==> src/rtl/usd_init_seq.sv <==
// usd_init_seq: SD card power-up sequencer. Walks CMD0, CMD8, the
// CMD55/ACMD41 poll loop, CMD2, CMD3 and CMD7 through the command engine,
// checks each response, retries failures and reports RCA and capacity class.
module usd_init_seq #(
  parameter int TIMEOUT_CYCLES = 1023,
  parameter int NORESP_WAIT    = 64,
  parameter int CMD_RETRY      = 3,
  parameter int POLL_MAX       = 1000,
  parameter int POLL_GAP       = 256
) (
  input  logic         sdClk,
  input  logic         sysRstN,
  input  logic         start,
  input  logic         cmdInitDone,
  input  logic         cmdDataReady,
  input  logic         cmdStatus,
  input  logic [135:0] cmdResponse,
  output logic [15:0]  cmdReg,
  output logic [31:0]  argumentReg,
  output logic         newCmd,
  output logic         commandTimeOut,
  output logic         busy,
  output logic         cardReady,
  output logic         initError,
  output logic [3:0]   errCode,
  output logic [15:0]  rca,
  output logic         ccs
);

  typedef enum logic [3:0] {
    IDLE, WAIT_ENG, ISSUE, WAIT_RSP, SETTLE, EVAL, POLL_DLY, DONE, ERROR
  } state_t;

  localparam logic [1:0] RSP_NONE = 2'b00;
  localparam logic [1:0] RSP_136  = 2'b01;
  localparam logic [1:0] RSP_48   = 2'b10;

  localparam logic [9:0] TMO_LAST  = 10'(TIMEOUT_CYCLES - 1);
  localparam logic [9:0] NR_LAST   = 10'(NORESP_WAIT - 1);
  localparam logic [9:0] GAP_LAST  = 10'(POLL_GAP - 1);
  localparam logic [9:0] POLL_LAST = 10'(POLL_MAX - 1);

  state_t      state;
  logic [2:0]  step;
  logic [1:0]  retry;
  logic [9:0]  poll;
  logic [9:0]  timer;
  logic        tmo;

  logic [5:0]  st_idx;
  logic [31:0] st_arg;
  logic [1:0]  st_type;
  logic        st_crc;
  logic [15:0] st_reg;
  logic        fail;
  logic        unused_rsp;

  // Step table: command index, argument, response type and CRC enable
  always_comb begin
    st_idx  = 6'd0;
    st_arg  = 32'h0;
    st_type = RSP_NONE;
    st_crc  = 1'b0;
    case (step)
      3'd1: begin st_idx = 6'd8;  st_arg = 32'h0000_01AA; st_type = RSP_48;  st_crc = 1'b1; end
      3'd2: begin st_idx = 6'd55; st_type = RSP_48;  st_crc = 1'b1; end
      3'd3: begin st_idx = 6'd41; st_arg = 32'h40FF_8000; st_type = RSP_48; end
      3'd4: begin st_idx = 6'd2;  st_type = RSP_136; end
      3'd5: begin st_idx = 6'd3;  st_type = RSP_48;  st_crc = 1'b1; end
      3'd6: begin st_idx = 6'd7;  st_arg = {rca, 16'h0}; st_type = RSP_48; st_crc = 1'b1; end
      default: ;
    endcase
  end

  assign st_reg = {2'b00, st_idx, 4'b0000, st_crc, 1'b0, st_type};

  // A timeout, a CRC error on a checked command or a bad CMD8 echo all fail
  assign fail = tmo | (cmdStatus & cmdReg[3]) |
                ((step == 3'd1) && (cmdResponse[19:8] != 12'h1AA));

  // Only the status fields of the response are ever inspected
  assign unused_rsp = ^{cmdResponse[135:40], cmdResponse[23:20], cmdResponse[7:0]};

  // Sequencer FSM with registered outputs
  always_ff @(posedge sdClk or negedge sysRstN) begin
    if (!sysRstN) begin
      state          <= IDLE;
      step           <= 3'd0;
      retry          <= 2'd0;
      poll           <= 10'd0;
      timer          <= 10'd0;
      tmo            <= 1'b0;
      cmdReg         <= 16'h0;
      argumentReg    <= 32'h0;
      newCmd         <= 1'b0;
      commandTimeOut <= 1'b0;
      busy           <= 1'b0;
      cardReady      <= 1'b0;
      initError      <= 1'b0;
      errCode        <= 4'd0;
      rca            <= 16'h0;
      ccs            <= 1'b0;
    end else begin
      newCmd         <= 1'b0;
      commandTimeOut <= 1'b0;
      case (state)
        IDLE, DONE, ERROR: begin
          if (start) begin
            state     <= WAIT_ENG;
            step      <= 3'd0;
            retry     <= 2'd0;
            poll      <= 10'd0;
            busy      <= 1'b1;
            cardReady <= 1'b0;
            initError <= 1'b0;
          end
        end
        WAIT_ENG: begin
          if (cmdInitDone) begin
            state       <= ISSUE;
            cmdReg      <= st_reg;
            argumentReg <= st_arg;
          end
        end
        ISSUE: begin
          newCmd <= 1'b1;
          timer  <= 10'd0;
          tmo    <= 1'b0;
          state  <= WAIT_RSP;
        end
        WAIT_RSP: begin
          if (cmdReg[1:0] == RSP_NONE) begin
            if (timer == NR_LAST) state <= EVAL;
            else if (timer != 10'h3FF) timer <= timer + 10'd1;
          end else if (cmdDataReady) begin
            // a response arriving on the terminal count beats the timeout
            state <= SETTLE;
            timer <= 10'd0;
          end else if (timer == TMO_LAST) begin
            commandTimeOut <= 1'b1;
            tmo            <= 1'b1;
            state          <= EVAL;
          end else if (timer != 10'h3FF) begin
            timer <= timer + 10'd1;
          end
        end
        SETTLE: begin
          // two cycles for the engine's CRC status to become valid
          if (timer == 10'd1) state <= EVAL;
          else timer <= timer + 10'd1;
        end
        EVAL: begin
          if (fail) begin
            if (int'(retry) < CMD_RETRY) begin
              retry <= retry + 2'd1;
              state <= WAIT_ENG;
            end else begin
              state     <= ERROR;
              errCode   <= {1'b0, step};
              initError <= 1'b1;
              busy      <= 1'b0;
            end
          end else if ((step == 3'd3) && !cmdResponse[39]) begin
            retry <= 2'd0;
            poll  <= poll + 10'd1;
            if (poll == POLL_LAST) begin
              state     <= ERROR;
              errCode   <= 4'd3;
              initError <= 1'b1;
              busy      <= 1'b0;
            end else begin
              state <= POLL_DLY;
              timer <= 10'd0;
            end
          end else begin
            retry <= 2'd0;
            if (step == 3'd3) ccs <= cmdResponse[38];
            if (step == 3'd5) rca <= cmdResponse[39:24];
            if (step == 3'd6) begin
              state     <= DONE;
              cardReady <= 1'b1;
              busy      <= 1'b0;
            end else begin
              step  <= step + 3'd1;
              state <= WAIT_ENG;
            end
          end
        end
        POLL_DLY: begin
          if (timer == GAP_LAST) begin
            step  <= 3'd2;
            state <= WAIT_ENG;
          end else begin
            timer <= timer + 10'd1;
          end
        end
        default: state <= IDLE;
      endcase
    end
  end

endmodule
==> config.mk <==
export PLATFORM = sky130hd
export DESIGN_NAME = usd_init_seq
export DESIGN_NICKNAME = d
export VERILOG_FILES = /design/src/rtl/usd_init_seq.sv
export SDC_FILE = /design/constraint.sdc
export NUM_CORES = 1
export LEC_CHECK = 0
export ABC_AREA = 1
export BUFFER_PORTS_ARGS = -buffer_cell sky130_fd_sc_hd__buf_2
export CELL_PAD_IN_SITES_DETAIL_PLACEMENT = 1
export CELL_PAD_IN_SITES_GLOBAL_PLACEMENT = 2
export CORE_MARGIN = 2
export CORE_UTILIZATION = 27
export CTS_BUF_LIST = sky130_fd_sc_hd__clkbuf_8 sky130_fd_sc_hd__clkbuf_16
export DETAILED_ROUTE_END_ITERATION = 8
export PLACE_DENSITY_LB_ADDON = 0.1
export REMOVE_ABC_BUFFERS = 1
export SYNTH_ARGS = -nofsm -noshare
export SYNTH_HDL_FRONTEND = slang
export SYNTH_SLANG_ARGS = --single-unit
==> constraint.sdc <==
create_clock -name sdClk -period 5.5 [get_ports sdClk]
set_input_delay 0.55 -clock sdClk [delete_from_list [all_inputs] [get_ports sdClk]]
set_output_delay 0.55 -clock sdClk [all_outputs]
set_load 0.05 [all_outputs]
==> reports/qor.csv <==
metric;value;unit
outcome;finished, final reports clean;
number of synthesized flops with an enable pin;0;
reg2reg path depth;9;
Required @ worst endpoint;5780;ps
final hold vios;0;
Final Worst Setup Slack;3030;ps
Critical Path Slowest Stage Cell;clkinv_1;
remaining antenna violation count;0;
crit path kind;flip-flop to flip-flop;
Final period util;44.9;%
aggregate negative setup slack;0;ps
Compound-Gate Fraction of Synth Area;8.50;%
fraction of registers with async set/reset;100;%
Peak supply drop;0.160;mV
RR Startpoint;step[0];
post-synth top area share;43.6;%
largest family of logic cells by synthesized area;simple AND/OR/NAND/NOR gates;
# DRC;0;
library cells used by synthesis;39;
Worst setup EP type;flip-flop;
Leakage;3.01;nW
CTS Hold Bufs;0;
clock slew at reported path FFs;60;ps
post-cts resize count;0;
relative slew slack;42.1;%
fraction of synthesized area in multiplexers;0;%
CTS tree;done;
Num CTS Buffers;9;
Commonest cells post-synth;nand2_1 (219), dfrtp_1 (82), nand3_1 (51);
Cells after Synth;623;
power per cell area;373;nW/um^2
initial antenna violation count;0;
f_max;0.405;GHz
RSZ-0062 raised after global routing;no;
critical-path maximum fanout;19;
largest net degree at the start of global routing;52;
die area;18500;um^2
most numerous cell in the Yosys netlist;nand2_1;
grt total ovfl;0;
vias in the first global route;4434;
die width;136;um
Yosys reg bits;82;
WP data arrival;2750;ps
core box area;17200;um^2
top cells by area, synth;dfrtp_1 (44%), nand2_1 (17%), nand3_1 (5.4%), o21ai_0 (4.3%), buf_4 (4.0%);
Die Y-Extent;136;um
cell row count;48;
DP Wirelength;10.4;mm
Core Util, Final;32.3;%
delay-heaviest family, CP;simple AND/OR/NAND/NOR gates;
CP dominant cell by count;nand2_1;
Diodes inserted;0;
Mapped Avg Cell Area;7.56;um^2
DRT iter0 DRCs;167;
DRT Pass-1 Iters;4;
crit-path cells;inv_1 > ha_1 > nand2_1 > clkinv_1 > nor2_1 > nand4_1 > nand4_1 > nand2_1 > nand2_1;
Worst-Margin Slew;866;ps
leading area contributor after synthesis;dfrtp_1;
Adder-Cell Fraction of Synth Area;2.92;%
via count;4367;
crit-path max cell delay;640;ps
H-tree levels;3;
clock sinks;82;
Clock Tree Root;clkbuf_16;
IO Port Bufs;89;
Initial Utilization;27.4;%
wire per inst;15.2;um
Setup violations, final;0;
Detailed Route WL;14.2;mm
global-route wire length before repair;23.1;mm
Global Route Usage Sum;16.1;%
clock skew;7.17;ps
worst-skew pair later-pin latency;350;ps
Hold Path Class;primary input to async pin;
total power;0.00207;W
setup repair bufs after CTS;0;
Worst setup SP type;flip-flop;
# IOs;216;
ys flop type;dfrtp_1;
FF-to-FF End;busy;
Tmin final;2470;ps
Synth Area in XOR/XNOR;1.12;%
max-slew violations;0;
pre-CTS worst setup slack;2990;ps
Seq/Total Area, Yosys;43.6;%
Ys Warns;0;
Max Cap Viol;0;
Worst R2R Setup Slack;3030;ps
Worst Path Buf+Inv;2;
Layout area overhead;17.8;%
GPL Wtd Cong;0.797;
layout net count;857;
Post-Synth Simple-Gate Area;33.7;%
Vias per Instance;4.68;
synthesized area;4710;um^2
clock buffer depth;2;
share of cells above drive strength 1;18.9;%
[cells by family after synthesis]
kind of cell	Yosys count
buffers and inverters	94
adders and majority gates	11
other	1
AOI/OAI and AO/OA	70
and+or+nand+nor	359
xor gates and xnor gates	6
DFF	82
[routing by layer]
metal	global-route usage [%]	vias to the layer above	share of wire (%)
met3	2.98	12	4.0
li1	-	2138	-
met4	5.44	0	1.3
met2	27.2	89	47
met1	20.7	2128	48
met5	0	-	0
[metrics by stage]
stage,std cells,hold WS [ps],area (um^2)
floorplan,603,254,4510
global placement,918,449,5250
detailed placement,918,462,5250
CTS,934,165,5550
global route,934,179,5550
finish,934,149,5550
[flip-flops by register name, indices dropped and copies added (netlist names)]
name and cells:
retry 2, cmdReg 9, rca 16, errCode 3
step 3, timer 10, argumentReg 18, ccs 1
poll 10, state 4, tmo 1, commandTimeOut 1
newCmd 1, initError 1, cardReady 1, busy 1
[cell usage in the layout, fill, tap and decap left out, types with 3 or more instances in the layout]
master and n:
nand2_1 219, buf_2 88, dfrtp_1 82, nand3_1 51, inv_1 48, o21ai_0 40
nor2_1 40, conb_1 18, nand4_1 14, ha_1 11, nor3_1 10, o21ai_1 10
clkbuf_16 9, inv_2 8, nand2_2 6, a21oi_1 5, nand3b_1 4, o31ai_1 4
xor2_1 4, nand3_2 3, o22ai_1 3, o211ai_1 3
[how the worst max path moves through the flow]
stage	from	end	slack (ps)	cells past startpoint
2_1_floorplan	argumentReg[8]	argumentReg[1]	3160	0
5_1_grt	step[0]	cmdReg[1]	2760	8
3_5_place_dp	state[3]	poll[0]	2990	10
4_1_cts	state[3]	poll[0]	2960	10
6_report	step[0]	busy	3030	9
3_3_place_gp	step[0]	cmdReg[1]	3040	8
[area by class of cell]
cell class | instances | area (um^2)
Multi-Input combinational cell | 464 | 2250
Tap cell | 225 | 282
Timing Repair Buffer | 90 | 455
Fill cell | 2148 | 11600
Clock buffer | 9 | 225
Inverter | 57 | 214
Clock inverter | 7 | 71.3
Sequential cell | 82 | 2050
[report_power, final]
group          internal [W]  switching, W  leakage (nW)
sequential         0.000650     0.0000580          1.14
combinational      0.000173      0.000572          1.73
clock              0.000351      0.000267         0.143
total               0.00117      0.000897          3.01
Power figures use the tool's default switching activity.
